<file path="src/rtl/baud_gen_frac_pkg.sv">
// -----------------------------------------------------------------------------
// baud_pkg
// Shared definitions for the fractional baud generator:
//   - default widths, oversample ratio and reset divisor
//   - MIN_DIV: smallest usable integer divisor (shorter values are clamped)
//   - baud_div_t: an {integer, fraction} divisor pair
//   - baud_div_calc(): rounds clk_hz / (baud * ovs) to 1/2^FRAC_W resolution,
//     for firmware tables and reference values
// No ports (package).
// -----------------------------------------------------------------------------
package baud_pkg;

    localparam int BAUD_DIV_W    = 16;
    localparam int BAUD_FRAC_W   = 4;
    localparam int BAUD_OVS      = 16;
    localparam int BAUD_DEF_INT  = 651;
    localparam int BAUD_DEF_FRAC = 1;
    localparam int MIN_DIV       = 2;

    typedef struct packed {
        logic [BAUD_DIV_W-1:0]  div_int;
        logic [BAUD_FRAC_W-1:0] div_frac;
    } baud_div_t;

    // Divisor in fixed point with BAUD_FRAC_W fraction bits, rounded to nearest.
    function automatic baud_div_t baud_div_calc(input longint unsigned clk_hz,
                                                input longint unsigned baud,
                                                input longint unsigned ovs);
        longint unsigned den;
        longint unsigned q;
        baud_div_t       r;
        den = baud * ovs;
        if (den == 0) begin
            r.div_int  = BAUD_DIV_W'(BAUD_DEF_INT);
            r.div_frac = BAUD_FRAC_W'(BAUD_DEF_FRAC);
        end else begin
            q          = ((clk_hz << BAUD_FRAC_W) + (den >> 1)) / den;
            r.div_int  = BAUD_DIV_W'(q >> BAUD_FRAC_W);
            r.div_frac = BAUD_FRAC_W'(q);
        end
        return r;
    endfunction

endpackage

</file>
<file path="src/rtl/baud_gen_frac_if.sv">
// -----------------------------------------------------------------------------
// baud_gen_frac_if
// Connection between the register block (master) and the baud generator
// (slave).
//   en          master->slave  run enable
//   div_int     master->slave  integer divisor, sampled with div_load
//   div_frac    master->slave  fractional divisor, sampled with div_load
//   div_load    master->slave  one-cycle load strobe
//   div_ack     slave->master  one-cycle pulse: loaded divisor now active
//   os_tick     slave->master  oversample tick
//   bit_tick    slave->master  bit tick (coincides with an os_tick)
//   phase_sync  master->slave  only when BAUD_PHASE_SYNC_EN is defined
//
// Load handshake: div_load is a fire-and-forget valid with no ready; the
// generator always accepts it. Each accepted value (or run of overwriting
// values) is answered by exactly one div_ack pulse once it has taken effect.
// -----------------------------------------------------------------------------
interface baud_gen_frac_if #(
    parameter int DIV_W  = baud_pkg::BAUD_DIV_W,
    parameter int FRAC_W = baud_pkg::BAUD_FRAC_W
);
    logic              en;
    logic [DIV_W-1:0]  div_int;
    logic [FRAC_W-1:0] div_frac;
    logic              div_load;
    logic              div_ack;
    logic              os_tick;
    logic              bit_tick;
`ifdef BAUD_PHASE_SYNC_EN
    logic              phase_sync;
`endif

    modport master (
`ifdef BAUD_PHASE_SYNC_EN
        output phase_sync,
`endif
        output en, div_int, div_frac, div_load,
        input  div_ack, os_tick, bit_tick
    );

    modport slave (
`ifdef BAUD_PHASE_SYNC_EN
        input  phase_sync,
`endif
        input  en, div_int, div_frac, div_load,
        output div_ack, os_tick, bit_tick
    );
endinterface

</file>
<file path="src/rtl/baud_frac_div.sv">
// -----------------------------------------------------------------------------
// baud_frac_div
// Fractional period counter. cnt runs 0..term with term = div_int-1+ext;
// at terminal count the fraction is added into acc and its carry stretches
// the following period by one clock, so div_frac out of every 2^FRAC_W
// periods are one clock longer.
// Ports:
//   clk       in   system clock
//   rst       in   synchronous active-low reset
//   en        in   run enable; 0 clears the counter state
//   clr       in   phase clear; restarts a period with no tick
//   div_int   in   integer divisor, already clamped to >= 2
//   div_frac  in   fractional divisor
//   term_hit  out  combinational: this edge ends a period
//   os_tick   out  registered tick, high the cycle after terminal count
// -----------------------------------------------------------------------------
module baud_frac_div #(
    parameter int DIV_W  = 16,
    parameter int FRAC_W = 4
) (
    input  logic              clk,
    input  logic              rst,
    input  logic              en,
    input  logic              clr,
    input  logic [DIV_W-1:0]  div_int,
    input  logic [FRAC_W-1:0] div_frac,
    output logic              term_hit,
    output logic              os_tick
);
    logic [DIV_W-1:0] cnt;
    logic [DIV_W-1:0] term;
    logic [FRAC_W-1:0] acc;
    logic             ext;
    logic [FRAC_W:0]  sum;

    // div_int >= 2, so term >= 1 and cannot wrap.
    assign term     = div_int - DIV_W'(1) + DIV_W'(ext);
    assign sum      = {1'b0, acc} + {1'b0, div_frac};
    assign term_hit = en & ~clr & (cnt == term);

    always_ff @(posedge clk) begin
        if (!rst || !en || clr) begin
            cnt     <= '0;
            acc     <= '0;
            ext     <= 1'b0;
            os_tick <= 1'b0;
        end else if (cnt == term) begin
            cnt     <= '0;
            acc     <= sum[FRAC_W-1:0];
            ext     <= sum[FRAC_W];
            os_tick <= 1'b1;
        end else begin
            cnt     <= cnt + DIV_W'(1);
            os_tick <= 1'b0;
        end
    end
endmodule

</file>
<file path="src/rtl/baud_gen_frac.sv">
// -----------------------------------------------------------------------------
// baud_gen_frac
// Runtime-programmable fractional baud generator. os_tick has an average
// period of div_int + div_frac/2^FRAC_W clocks; bit_tick marks every OVS-th
// os_tick. A new divisor is held in a shadow and only switched in at a period
// boundary (or immediately while stopped), so no period is ever cut short.
// Optional feature macro: BAUD_PHASE_SYNC_EN adds bus.phase_sync, which
// restarts the period and bit phase (RX start-bit alignment).
// Ports:
//   clk   in      system clock
//   rst   in      synchronous active-low reset
//   bus   slave   en, div_int, div_frac, div_load, div_ack, os_tick,
//                 bit_tick [, phase_sync]
// -----------------------------------------------------------------------------
module baud_gen_frac
    import baud_pkg::*;
#(
    parameter int DIV_W        = BAUD_DIV_W,
    parameter int FRAC_W       = BAUD_FRAC_W,
    parameter int OVS          = BAUD_OVS,
    parameter int DEF_DIV_INT  = BAUD_DEF_INT,
    parameter int DEF_DIV_FRAC = BAUD_DEF_FRAC
) (
    input  logic          clk,
    input  logic          rst,
    baud_gen_frac_if.slave bus
);
    localparam int OC_W = (OVS > 1) ? $clog2(OVS) : 1;

    logic [DIV_W-1:0]  act_int;
    logic [FRAC_W-1:0] act_frac;
    logic [DIV_W-1:0]  sh_int;
    logic [FRAC_W-1:0] sh_frac;
    logic              pending;
    logic              ack_q;
    logic [DIV_W-1:0]  eff_int;
    logic              term_hit;
    logic              apply_now;
    logic              sync_clr;
    logic [OC_W-1:0]   os_cnt;
    logic              bit_q;

`ifdef BAUD_PHASE_SYNC_EN
    assign sync_clr = bus.en & bus.phase_sync;
`else
    assign sync_clr = 1'b0;
`endif

    assign eff_int = (act_int < DIV_W'(MIN_DIV)) ? DIV_W'(MIN_DIV) : act_int;

    // A divisor takes effect at a period boundary, or at once while stopped.
    // A load arriving on that very edge bypasses the shadow.
    assign apply_now = (pending | bus.div_load) & (term_hit | ~bus.en);

    baud_frac_div #(
        .DIV_W  (DIV_W),
        .FRAC_W (FRAC_W)
    ) u_div (
        .clk      (clk),
        .rst      (rst),
        .en       (bus.en),
        .clr      (sync_clr),
        .div_int  (eff_int),
        .div_frac (act_frac),
        .term_hit (term_hit),
        .os_tick  (bus.os_tick)
    );

    // Shadow / active divisor and acknowledge.
    always_ff @(posedge clk) begin
        if (!rst) begin
            act_int  <= DIV_W'(DEF_DIV_INT);
            act_frac <= FRAC_W'(DEF_DIV_FRAC);
            sh_int   <= '0;
            sh_frac  <= '0;
            pending  <= 1'b0;
            ack_q    <= 1'b0;
        end else begin
            ack_q <= apply_now;
            if (apply_now) begin
                act_int  <= bus.div_load ? bus.div_int  : sh_int;
                act_frac <= bus.div_load ? bus.div_frac : sh_frac;
                pending  <= 1'b0;
            end else if (bus.div_load) begin
                sh_int   <= bus.div_int;
                sh_frac  <= bus.div_frac;
                pending  <= 1'b1;
            end
        end
    end

    // Oversample counter: bit_tick rides on the OVS-th os_tick.
    always_ff @(posedge clk) begin
        if (!rst || !bus.en || sync_clr) begin
            os_cnt <= '0;
            bit_q  <= 1'b0;
        end else if (term_hit) begin
            bit_q  <= (os_cnt == OC_W'(OVS - 1));
            os_cnt <= (os_cnt == OC_W'(OVS - 1)) ? '0 : os_cnt + OC_W'(1);
        end else begin
            bit_q  <= 1'b0;
        end
    end

    assign bus.div_ack  = ack_q;
    assign bus.bit_tick = bit_q;
endmodule

</file>
<file path="src/flat_wrapper.sv">
// flat-port wrapper written by rule: the top's interface ports become plain ports
module baud_gen_frac_flat import baud_pkg::*;
#(
    parameter int DIV_W        = BAUD_DIV_W,
    parameter int FRAC_W       = BAUD_FRAC_W,
    parameter int OVS          = BAUD_OVS,
    parameter int DEF_DIV_INT  = BAUD_DEF_INT,
    parameter int DEF_DIV_FRAC = BAUD_DEF_FRAC
)
  (clk, rst, bus_en, bus_div_int, bus_div_frac, bus_div_load, bus_div_ack, bus_os_tick, bus_bit_tick);
  baud_gen_frac_if #(.DIV_W(DIV_W), .FRAC_W(FRAC_W)) bus_i ();
  input  logic clk;
  input  logic rst;
  input wire logic [$bits(bus_i.en)-1:0] bus_en;
  input wire logic [$bits(bus_i.div_int)-1:0] bus_div_int;
  input wire logic [$bits(bus_i.div_frac)-1:0] bus_div_frac;
  input wire logic [$bits(bus_i.div_load)-1:0] bus_div_load;
  output wire logic [$bits(bus_i.div_ack)-1:0] bus_div_ack;
  output wire logic [$bits(bus_i.os_tick)-1:0] bus_os_tick;
  output wire logic [$bits(bus_i.bit_tick)-1:0] bus_bit_tick;
  assign bus_i.en = bus_en;
  assign bus_i.div_int = bus_div_int;
  assign bus_i.div_frac = bus_div_frac;
  assign bus_i.div_load = bus_div_load;
  assign bus_div_ack = bus_i.div_ack;
  assign bus_os_tick = bus_i.os_tick;
  assign bus_bit_tick = bus_i.bit_tick;
  baud_gen_frac #(.DIV_W(DIV_W), .FRAC_W(FRAC_W), .OVS(OVS), .DEF_DIV_INT(DEF_DIV_INT), .DEF_DIV_FRAC(DEF_DIV_FRAC)) u_core (.clk(clk), .rst(rst), .bus(bus_i));
endmodule
</file>
<file path="config.mk">
export PLATFORM = sky130hd
export DESIGN_NAME = baud_gen_frac_flat
export DESIGN_NICKNAME = d
export VERILOG_FILES = /design/src/rtl/baud_gen_frac_pkg.sv /design/src/rtl/baud_gen_frac_if.sv /design/src/rtl/baud_frac_div.sv /design/src/rtl/baud_gen_frac.sv /design/src/flat_wrapper.sv
export SDC_FILE = /design/constraint.sdc
export NUM_CORES = 1
export LEC_CHECK = 0
export CORE_MARGIN = 5
export CORE_UTILIZATION = 35
export DETAILED_ROUTE_END_ITERATION = 16
export GPL_ROUTABILITY_DRIVEN = 0
export SYNTH_ARGS = -nofsm -noshare
export SYNTH_HDL_FRONTEND = slang
export SYNTH_HIERARCHICAL = 1
export SYNTH_SLANG_ARGS = --single-unit
</file>
<file path="constraint.sdc">
create_clock -name clk -period 5.05 [get_ports clk]
set_clock_uncertainty 0.15 [all_clocks]
set_input_delay 1.01 -clock clk [delete_from_list [all_inputs] [get_ports clk]]
set_output_delay 1.01 -clock clk [all_outputs]
set_load 0.01 [all_outputs]
</file>
Word level (Yosys, flattened, before mapping)
Cells that the tools add are included.
{"block": "totals", "inputBits": 24, "word_cells": 38, "out_inout_bits": 3, "reg_bits": 69}
{"block": "op_classes", "bitwise": 7, "reduce_logical": 6, "n_addsub": 5, "order_cmp": 1, "eq_ne": 2, "n_mux": 5}
{"cell": "$mux 16", "count": 2}
{"cell": "$add 16x1->16", "count": 1}
{"cell": "$add 16x1->16 const B", "count": 1}
{"cell": "$eq 16x16->1", "count": 1}
{"cell": "$lt 16x2->1 const B", "count": 1}
{"cell": "$sub 16x1->16 const B", "count": 1}
{"cell": "$mux 4", "count": 2}
{"cell": "$reduce_or 2->1", "count": 3}
{"cell": "$add 4x4->5", "count": 1}
{"cell": "$add 4x1->4 const B", "count": 1}
{"cell": "$eq 4x4->1 const B", "count": 1}
{"cell": "$not 1->1", "count": 3}
{"cell": "$and 1x1->1", "count": 2}
{"cell": "$logic_not 1->1", "count": 2}
{"cell": "$or 1x1->1", "count": 2}
{"cell": "$logic_or 1x1->1", "count": 1}
{"cell": "$mux 1", "count": 1}

Depth between registers and ports, before layout
Gate-level depths: netlist of run 1.
{"block": "depth", "ltp_word": 9, "ltp_mapped": 17, "depth_no_buf": 16}

Hierarchy
The synthesis of run 1 kept the hierarchy.
{"module": "baud_gen_frac", "instances": 1, "area_each_um2": 1914.3, "seq_area_each_um2": 940.9, "cells_each": 166}
{"module": "baud_frac_div", "instances": 1, "area_each_um2": 1671.6, "seq_area_each_um2": 440.4, "cells_each": 194}

Worst setup path after synthesis of run 1
OpenSTA, ideal clock, no wires.
{"block": "synth_path", "path_type": "reg2reg", "from": "reg u_core.act_int[3]", "to": "reg u_core.act_int[10]", "path_slack_ns": 1.474, "n_path_buf": 2, "synth_period_minus_slack_ns": 3.576, "arrival_time_ns": 3.358, "path_stages_with_launch": 18, "setup_time_ns": 0.068, "required_ns": 4.832, "cell_sequence": "dfxtp_1 > nor4_1 > nand4_1 > and2_1 > inv_1 > ha_1 > ha_1 > nor2b_1 > nand4b_2 > mux2i_1 > o311ai_1 > nand4_2 > nor3b_1 > buf_6 > nand2b_4 > nand3_2 > buf_4 > o2bb2ai_2"}
{"block": "synth_via", "elab_chain_cells": 8}
{"element": "start, declared", "line": "baud_gen_frac.sv:30", "rtl": "logic [DIV_W-1:0] act_int;"}
{"element": "start signal, assigned", "line": "baud_gen_frac.sv:72", "rtl": "act_int <= DIV_W'(DEF_DIV_INT);"}
{"element": "start signal, assigned", "line": "baud_gen_frac.sv:81", "rtl": "act_int <= bus.div_load ? bus.div_int : sh_int;"}
{"element": "$lt 16x2->1", "line": "baud_gen_frac.sv:49", "rtl": "assign eff_int = (act_int < DIV_W'(MIN_DIV)) ? DIV_W'(MIN_DIV) : act_int;"}
{"element": "$mux 16", "line": "baud_gen_frac.sv:49"}
{"element": "net u_core.eff_int[0]", "line": "baud_gen_frac.sv:36", "rtl": "logic [DIV_W-1:0] eff_int;"}
{"element": "$sub 16x1->16", "line": "baud_frac_div.sv:37", "rtl": "assign term = div_int - DIV_W'(1) + DIV_W'(ext);"}
{"element": "$add 16x1->16", "line": "baud_frac_div.sv:37"}
{"element": "$eq 16x16->1", "line": "baud_frac_div.sv:39", "rtl": "assign term_hit = en & ~clr & (cnt == term);"}
{"element": "$and 1x1->1", "line": "baud_frac_div.sv:39"}
{"element": "net u_core.term_hit", "line": "baud_gen_frac.sv:37", "rtl": "logic term_hit;"}
{"element": "$or 1x1->1", "line": "baud_gen_frac.sv:53", "rtl": "assign apply_now = (pending | bus.div_load) & (term_hit | ~bus.en);"}
{"element": "$and 1x1->1", "line": "baud_gen_frac.sv:53"}
The timed path passes the listed nets, and every way through them passes these cells.
A chain may end at the register's enable or synchronous reset.

Final worst setup path of run 1
{"block": "layout_path", "from": "reg u_core.act_int[3]", "to": "reg u_core.act_int[7]"}
Same word-level chain as after synthesis.

==> results of run 1 <==
[power groups by stage]
stage                     combinational [W]  clock [W]  sequential, W
after floorplan                   0.0000890          0       0.000584
after global placement             0.000116          0       0.000595
after detailed placement           0.000117          0       0.000595
after CTS                          0.000118   0.000445       0.000583
after global routing               0.000129   0.000472       0.000585
final                              0.000117   0.000430       0.000582
[kinds of logic (layout without fill, tap and decap cells)]
family                     count (synthesis)  in the layout  synth area share (%)
buffers and inverters                     38             56                  5.51
muxes                                     29             29                  8.09
other                                      1              3                 0.105
xor gates and xnor gates                  32             32                  7.82
adders and majority gates                  9              9                  3.35
and+or+nand+nor                          116            116                  19.3
AOI/OAI and AO/OA                         66             66                  17.3
DFF                                       69             69                  38.5
[placed cells by master, fill, tap and decap left out, types with 5 or more instances in the layout]
cell type	synthesis	routed
mux2i_1	29	29
nand3_1	6	6
a22o_1	20	20
nor2b_1	5	5
xor2_1	15	15
clkbuf_8	0	9
a2bb2oi_1	6	6
nand2_1	21	21
dfxtp_1	69	69
clkdlybuf4s50_1	0	26
a21oi_1	5	5
inv_1	10	10
nand4_1	7	7
o2bb2ai_2	10	10
nor3_1	19	19
xnor2_1	17	17
ha_1	8	8
nor3b_1	5	5
nand2b_1	5	5
and3_1	6	6
nor2_1	14	14
[worst paths after layout]
check,start,cells after the start,slack (ps),to
worst max-delay path,u_core/act_int[3],17,600,u_core/act_int[7]
worst min-delay path,u_core/u_div/acc[3],2,320,u_core/u_div/acc[3]
worst max register to register,u_core/act_int[3],17,600,u_core/act_int[7]
worst min register to register,u_core/u_div/acc[3],2,320,u_core/u_div/acc[3]
[synthesized netlist by cell type (all sizes together) (4+ instances only)]
| cell type | instances | area [um^2] |
|---|---|---|
| dfxtp | 69 | 1380 |
| mux2i | 29 | 290 |
| nand2 | 21 | 78.8 |
| a22o | 20 | 175 |
| nor3 | 20 | 105 |
| xnor2 | 17 | 149 |
| clkbuf | 16 | 60.1 |
| xor2 | 15 | 131 |
| nor2 | 14 | 52.6 |
| o2bb2ai | 14 | 185 |
| buf | 11 | 96.3 |
| inv | 11 | 41.3 |
| ha | 8 | 100 |
| nand4 | 8 | 56.3 |
| nand3 | 7 | 40.0 |
| a2bb2oi | 6 | 52.6 |
| and3 | 6 | 37.5 |
| nand2b | 6 | 45.0 |
| nor3b | 6 | 50.1 |
| nor4 | 6 | 58.8 |
| a21oi | 5 | 25.0 |
| nor2b | 5 | 31.3 |
| nand3b | 4 | 30.0 |
[registers in the layout, summed over array words and instances (netlist names), 4 cells and up]
name / cells
u_core/act_frac: 4
u_core/act_int: 16
u_core/os_cnt: 4
u_core/sh_frac: 4
u_core/sh_int: 16
u_core/u_div/acc: 4
u_core/u_div/cnt: 16
[worst reg2reg max path: stages (launching register included)]
cell,delay [ps]
dfxtp_1,410
nor4_1,340
nand4_1,150
and2_1,180
inv_1,50
ha_1,160
ha_1,200
nor2b_1,340
nand4b_2,210
mux2i_1,160
o311ai_1,370
nand4_2,270
nor3b_1,250
buf_4,190
nand2b_4,160
nand3_2,380
inv_2,260
a2bb2oi_1,90
[metal layers]
metal  up-vias  GRT usage (%)  share of wire [%]
met5         -              0                  0
met4         0           5.92                1.5
met3         7           2.07                2.8
met2        29           20.9                 48
met1      1244           15.9                 48
li1       1328              -                  -
[area by class of cell]
cell class	count	area share (%)
clock buffer	9	3.04
clock inverter	7	1.56
inverter	11	1.01
multi-input combinational	255	49.4
sequential	69	33.9
tap	136	4.17
timing repair buffer	29	6.93
[through the flow]
step           power (W)  instance area (um^2)  std cells
6_report         0.00113                  4080        516
5_1_grt          0.00119                  4080        516
4_1_cts          0.00114                  4080        516
3_5_place_dp    0.000712                  3890        500
3_3_place_gp    0.000711                  3890        500
2_1_floorplan   0.000673                  3590        362
==> flow_summary.yaml, run 1 <==
worst_setup_path:
  crit_path_cell_trace: "nor4_1 -> nand4_1 -> and2_1 -> inv_1 -> ha_1 -> ha_1 -> nor2b_1 -> nand4b_2 -> mux2i_1 -> o311ai_1 -> nand4_2 -> nor3b_1 -> buf_4 -> nand2b_4 -> nand3_2 -> inv_2 -> a2bb2oi_1"
  cp_data_required_time_ps: 5130
  start_kind: "flop"
  cp_common_cell: "ha_1"
  cp_max_fo: 15
  crit_family: "simple AND/OR/NAND/NOR gates"
  crit_arrival_ps: 4530
  slowest_delay_ps: 410
  setup.worst_path.class: "flop to flop"
  cp_num_buf_inv: 3
  endpoint_kind: "flop"
  crit_slowest_cell: "dfxtp_1"
clock_tree:
  clock_path_buffers: 2
  cts_buffers: 9
  postCtsSetupRepairBufs: 0
  clkLatencyLatePin_ps: 350
  clock_sinks: 69
  cts_root_buf: "clkbuf_8"
  h-tree-depth: 3
  post_cts_resize_count: 0
  cts_tree: "yes"
  cts_hold_buf: 0
  cts.reportedPaths.clkPinSlew_ps: 80
detailed_routing:
  num_vias: 2608
  first_iter_violations: 148
  ant_nets: 0
  drt_wl_total_mm: 7.46
  wl_per_cell_um: 14.5
  drc: 0
  dr.pass1.iters: 4
  viasPerCell: 5.05
yosys:
  synthArstFlopShare_pct: 0
  synth_ff_type: "dfxtp_1"
  yosysUniqueCellTypes: 64
  synth-edff-count: 0
  synth_warnings: 6
  ys_ff_latch: 69
  synthCells: 360
  seq_area_frac_synth_pct: 38.5
  avgSynthCellArea_um2: 9.96
  synth_area_um2: 3590
floorplanning:
  initial_utilization_pct: 35.4
  io_pins: 27
  die_h_um: 111
  die_w_um: 111
  coreArea_um2: 10100
  num_rows: 37
  fp.dieArea_um2: 12400
timing:
  fin_setup_tns_ps: 0
  relSlewSlack_pct: 46.3
  worst_pin_slew_ps: 805
  setup_viol: 0
  fmax_mhz: 225
  min_period_ps: 4450
  maxSlewViolCount: 0
  finalCritPeriodShare_pct: 88.1
  rsz0062_at_grt: "no"
  whs_ps: 316
  fin_ws_ps: 601
  hold_viol: 0
grt:
  grt_pass1_vias: 2570
  grt_max_degree: 23
  grt_pass1_wl_mm: 12.7
  grtUsageTotal_pct: 12.6
  grt.overflow.total: 0
  antenna_found_initial: 0
power_and_ir_drop:
  p_comb_share_pct: 10.3
  switching_share_pct: 28.1
  p_per_area_nw_per_um2: 277
  p_clk_share_pct: 38.1
  p_int_w: 0.000812
  irDropWorstVdd_mv: 0.146
  p_switching_w: 0.000317
  power_leakage_nw: 1.58
  seqPwrFrac_pct: 51.6
finish:
  fill_cells: 995
  regArea_um2: 1380
  utilization_pct: 40.2
  multiInputGateArea_um2: 2010
  nNetsFinal: 408
  n_antenna_cell: 0
  drive_above_1_share_pct: 11.6
  area_growth_syn_to_layout_pct: 13.7
status:
  outcome: "complete, no violations"
hold_path:
  hold_path.class: "flop to flop"
run:
  cap_violations: 0
placed_design:
  hpwl_mm: 5.49
  portBuffers: 26
  preCtsSetupSlack_ps: 656
Note: power is estimated with default switching activity, not from simulation.
==> run 2, diff against run 1 <==
clock period = 4.85 ns   (was 5.05 ns; I/O delays follow)
==> run 2 against run 1 <==
Utilization did not move. Setup slack lost 170 ps. Sequential share of layout area unchanged. Design area unchanged. Maximum frequency rose by 0.78%. Worst hold slack worse by 2.4 ps. Register-to-register slack worse by 170 ps. Wire length rose by 5.3%. Cell count rose by 0.19%. Global-route usage up 0.56 points. Flip-flop and latch count stayed put. Non-clock buffer count up 1. Critical path type unchanged. Highest routed layer unchanged.
==> flow_summary.yaml, run 2 (synthesized netlist as in run 1, its figures left out) <==
status:
  outcome: "complete, no violations"
worst_setup_path:
  reg2reg_from: "u_core/act_int[3]"
  crit_arrival_ps: 4510
  setup.worst_path.class: "flop to flop"
  endpoint_kind: "flop"
  cp_data_required_time_ps: 4940
  r2r_setup_slack_ps: 440
  r2r_end: "u_core/sh_int[10]"
  r2r_cells: 15
  start_kind: "flop"
  cp_max_fo: 20
detailed_routing:
  num_vias: 2661
  viasPerCell: 5.15
  dr.pass1.iters: 4
  first_iter_violations: 117
  ant_nets: 0
  drc: 0
  wl_per_cell_um: 15.2
  drt_wl_total_mm: 7.85
timing:
  rsz0062_at_grt: "no"
  setup_viol: 0
  finalCritPeriodShare_pct: 91.0
  worst_pin_slew_ps: 772
  fin_ws_ps: 435
  hold_viol: 0
  fin_setup_tns_ps: 0
  min_period_ps: 4410
  relSlewSlack_pct: 48.5
  maxSlewViolCount: 0
  fmax_mhz: 227
  whs_ps: 314
floorplanning:
  io_pins: 27
  fp.dieArea_um2: 12400
  initial_utilization_pct: 35.4
  coreArea_um2: 10100
  die_h_um: 111
  die_w_um: 111
  num_rows: 37
hold_path:
  worstHoldStart: "u_core/u_div/ext"
  hold_path.class: "flop to flop"
  hold_path_depth: 2
  hold_end: "u_core/u_div/ext"
finish:
  fill_cells: 983
  final_cell_mix: "dfxtp_1, mux2i_1, clkdlybuf4s50_1"
  nNetsFinal: 409
  final_common_cell: "dfxtp_1"
  largestRegisters: "u_core/act_int x16, u_core/sh_int x16, u_core/u_div/cnt x16"
  drive_above_1_share_pct: 11.8
  area_growth_syn_to_layout_pct: 13.7
  n_antenna_cell: 0
clock_tree:
  cts_hold_buf: 0
  cts_buffers: 9
  clkLatencyLatePin_ps: 350
  cts.reportedPaths.clkPinSlew_ps: 90
  postCtsSetupRepairBufs: 0
  cts_tree: "yes"
  clock_path_buffers: 2
  cts_root_buf: "clkbuf_8"
  post_cts_resize_count: 0
  h-tree-depth: 3
  clock_sinks: 69
grt:
  grt_max_degree: 23
  grt.overflow.total: 0
  grt_pass1_wl_mm: 13.2
  grtUsageTotal_pct: 13.2
  grt_pass1_vias: 2621
  antenna_found_initial: 0
placed_design:
  hpwl_mm: 5.66
  portBuffers: 26
  preCtsSetupSlack_ps: 501
power_and_ir_drop:
  fin_total_pwr_w: 0.00117
  p_per_area_nw_per_um2: 286
  irDropWorstVdd_mv: 0.101
  power_leakage_nw: 1.59
run:
  cap_violations: 0
run 2: changes by cell type in the layout (fill, tap and decap cells not counted):
cell,previous run,this run
inv_8,2,0
buf_4,3,4
clkinv_2,0,1
clkinvlp_4,2,1
clkinv_4,0,2
run 2: final cells by class:
type | count | area (um^2) | area share, %
Multi-Input combinational cell | 255 | 2010 | 49.4
Sequential cell | 69 | 1380 | 33.9
Tap cell | 136 | 170 | 4.17
Timing Repair Buffer | 30 | 290 | 7.12
Inverter | 11 | 41.3 | 1.01
Clock inverter | 7 | 56.3 | 1.38
Clock buffer | 9 | 124 | 3.04
run 2: stage by stage:
stage / util (%) / cells / instance area [um^2]
after global placement: 38.4 / 501 / 3900
after floorplan: - / 362 / 3590
final: 40.2 / 517 / 4080
after CTS: 40.2 / 517 / 4080
after global routing: 40.2 / 517 / 4080
after detailed placement: 38.4 / 501 / 3900
run 2: layer usage:
metal / global-route usage, % / up-vias / wire, um
met5: 0 / - / 0
met4: 5.68 / 0 / 137
met3: 3.00 / 11 / 199
met2: 20.9 / 33 / 3730
met1: 17.1 / 1279 / 3790
li1: - / 1338 / -
run 2: how the worst max path moves through the flow:
stage | start | slack (ps) | depth (start not counted) | end
floorplan | u_core/act_int[3] | 1270 | 17 | u_core/act_int[10]
global placement | u_core/act_int[3] | 520 | 15 | u_core/sh_int[4]
detailed placement | u_core/act_int[3] | 500 | 15 | u_core/sh_int[13]
CTS | u_core/act_int[3] | 470 | 15 | u_core/sh_int[9]
global route | u_core/act_int[3] | 40 | 15 | u_core/sh_int[9]
finish | u_core/act_int[3] | 440 | 15 | u_core/sh_int[10]
run 2: power by group:
group / switching [W] / internal, W
Clock: 0.000246 / 0.000192
Combinational: 0.0000590 / 0.0000630
Sequential: 0.0000225 / 0.000585
Total: 0.000327 / 0.000840
run 2: critical path: stages (launching register included):
cell,delay [ps]
dfxtp_1,430
nor4_1,340
nand4_1,150
and2_1,180
inv_1,50
ha_1,160
ha_1,190
nor2b_1,350
nand4b_2,220
mux2i_1,170
o311ai_1,390
nand4_2,270
nor3b_1,400
nor2b_1,110
and3_1,440
a22o_1,280
==> run 3, diff against run 2 <==
--- a/config.mk
+++ b/config.mk
@@ -11,2 +11,3 @@
 export GPL_ROUTABILITY_DRIVEN = 0
+export PLACE_DENSITY = 0.55
 export SYNTH_ARGS = -nofsm -noshare
--- a/constraint.sdc
+++ b/constraint.sdc
@@ -4,2 +4,2 @@
 set_output_delay 0.97 -clock clk [all_outputs]
-set_load 0.01 [all_outputs]
+set_load 0.05 [all_outputs]
==> run 3 against run 2 <==
Clock power grew 23%. Flip-flop and latch count stayed put. Wire length fell by 0.42%. Critical path depth is the same. Cell count grew 0.39%. Utilization increased by 0.62 points. Worst hold slack improved by 3.3 ps. Sequential power barely moved. Via count shrank 1.4%. Count of clock-buffer cells in the layout unchanged. Largest cell class unchanged.
==> flow_summary.yaml, run 3 (synthesized netlist as in run 1, its figures left out) <==
status:
  outcome: "complete, no violations"
timing:
  relSlewSlack_pct: 48.6
  fmax_mhz: 226
  setup_viol: 0
  worst_pin_slew_ps: 771
  fin_setup_tns_ps: 0
  min_period_ps: 4420
  finalCritPeriodShare_pct: 91.1
  maxSlewViolCount: 0
  rsz0062_at_grt: "no"
  hold_viol: 0
power_and_ir_drop:
  p_comb_share_pct: 10.0
  p_int_w: 0.000946
  p_per_area_nw_per_um2: 307
  p_switching_w: 0.000324
  fin_total_pwr_w: 0.00127
  seqPwrFrac_pct: 47.8
  p_clk_share_pct: 42.3
  switching_share_pct: 25.5
  irDropWorstVdd_mv: 0.117
  power_leakage_nw: 1.62
floorplanning:
  coreArea_um2: 10100
  initial_utilization_pct: 35.4
  fp.dieArea_um2: 12400
  io_pins: 27
  num_rows: 37
  die_h_um: 111
  die_w_um: 111
clock_tree:
  h-tree-depth: 3
  post_cts_resize_count: 0
  postCtsSetupRepairBufs: 0
  cts_hold_buf: 0
  clkLatencyLatePin_ps: 340
  cts_tree: "yes"
  cts_root_buf: "clkbuf_8"
  clock_path_buffers: 2
  cts.reportedPaths.clkPinSlew_ps: 80
  cts_buffers: 9
  clock_sinks: 69
detailed_routing:
  wl_per_cell_um: 15.1
  viasPerCell: 5.06
  ant_nets: 0
  drt_wl_total_mm: 7.82
  drc: 0
  dr.pass1.iters: 7
  num_vias: 2624
  first_iter_violations: 102
finish:
  n_antenna_cell: 0
  largestRegisters: "u_core/act_int x16, u_core/sh_int x16, u_core/u_div/cnt x16"
  final_common_cell: "dfxtp_1"
  final_cell_mix: "dfxtp_1, mux2i_1, clkdlybuf4s50_1"
  area_growth_syn_to_layout_pct: 15.5
  drive_above_1_share_pct: 12.3
  nNetsFinal: 411
grt:
  grtUsageTotal_pct: 13.2
  grt_pass1_wl_mm: 13.4
  grt_max_degree: 23
  grt.overflow.total: 0
  antenna_found_initial: 0
  grt_pass1_vias: 2630
worst_setup_path:
  setup.worst_path.class: "flop to flop"
  endpoint_kind: "flop"
  cp_max_fo: 20
  cp_data_required_time_ps: 4930
  cp_num_buf_inv: 1
  start_kind: "flop"
  crit_arrival_ps: 4500
  crit_family: "simple AND/OR/NAND/NOR gates"
  crit_slowest_cell: "o311ai_1"
  slowest_delay_ps: 470
  crit_path_cell_trace: "nor4_1 -> nand4_1 -> and2_1 -> inv_1 -> ha_1 -> ha_1 -> nor2b_1 -> nand4b_2 -> mux2i_1 -> o311ai_1 -> nand4_2 -> nor3b_1 -> nor2b_1 -> and3_1 -> a22o_1"
run:
  cap_violations: 0
placed_design:
  hpwl_mm: 5.58
  portBuffers: 26
hold_path:
  hold_path.class: "flop to flop"
[run 3: changes by cell type in the layout (fill, tap and decap cells not counted), sizes merged]
| cell | delta |
|---|---|
| clkinv | -1 |
| bufinv | +2 |
| clkinvlp | -1 |
| buf | +2 |
[run 3: tightest hold or removal path, stage by stage (launching register included)]
cell and delay (ps):
dfxtp_1 320, nand2_1 50, mux2i_1 50
[run 3: layout make-up]
type | instances | area, um^2
fillers | 993 | 6000
multi-input cells | 255 | 2010
flip-flops and latches | 69 | 1380
repair buffers | 32 | 305
well taps | 136 | 170
clock buffers | 9 | 124
clock inverters | 7 | 104
inverters | 11 | 41.3
[run 3: power groups by stage]
stage / combinational, W / clock (W) / sequential [W]
finish: 0.000126 / 0.000537 / 0.000606
global route: 0.000139 / 0.000579 / 0.000610
CTS: 0.000128 / 0.000553 / 0.000606
floorplan: 0.0000926 / 0 / 0.000609
global placement: 0.000126 / 0 / 0.000619
detailed placement: 0.000127 / 0 / 0.000619
[run 3: layer usage]
layer | wire, um | global-route usage, %
met4 | 55 | 3.65
met2 | 3570 | 21.1
met1 | 3990 | 17.5
met5 | 0 | 0
met3 | 201 | 3.55
[run 3: final timing paths]
check                           slack, ps                start  cells after the start                  end
worst max register to register        430    u_core/act_int[3]                     15    u_core/sh_int[10]
worst max-delay path                  430    u_core/act_int[3]                     15    u_core/sh_int[10]
worst min-delay path                  320  u_core/u_div/acc[0]                      2  u_core/u_div/acc[0]
worst min register to register        320  u_core/u_div/acc[0]                      2  u_core/u_div/acc[0]
[run 3: per-stage QoR]
stage	hold WS (ps)	instance area [um^2]	std cells	util (%)	setup WS (ps)
after floorplan	288	3590	362	-	1270
after global placement	298	3910	503	38.6	503
after detailed placement	310	3910	503	38.6	446
after CTS	325	4140	519	40.8	392
after global routing	343	4140	519	40.8	127
final	317	4140	519	40.8	432
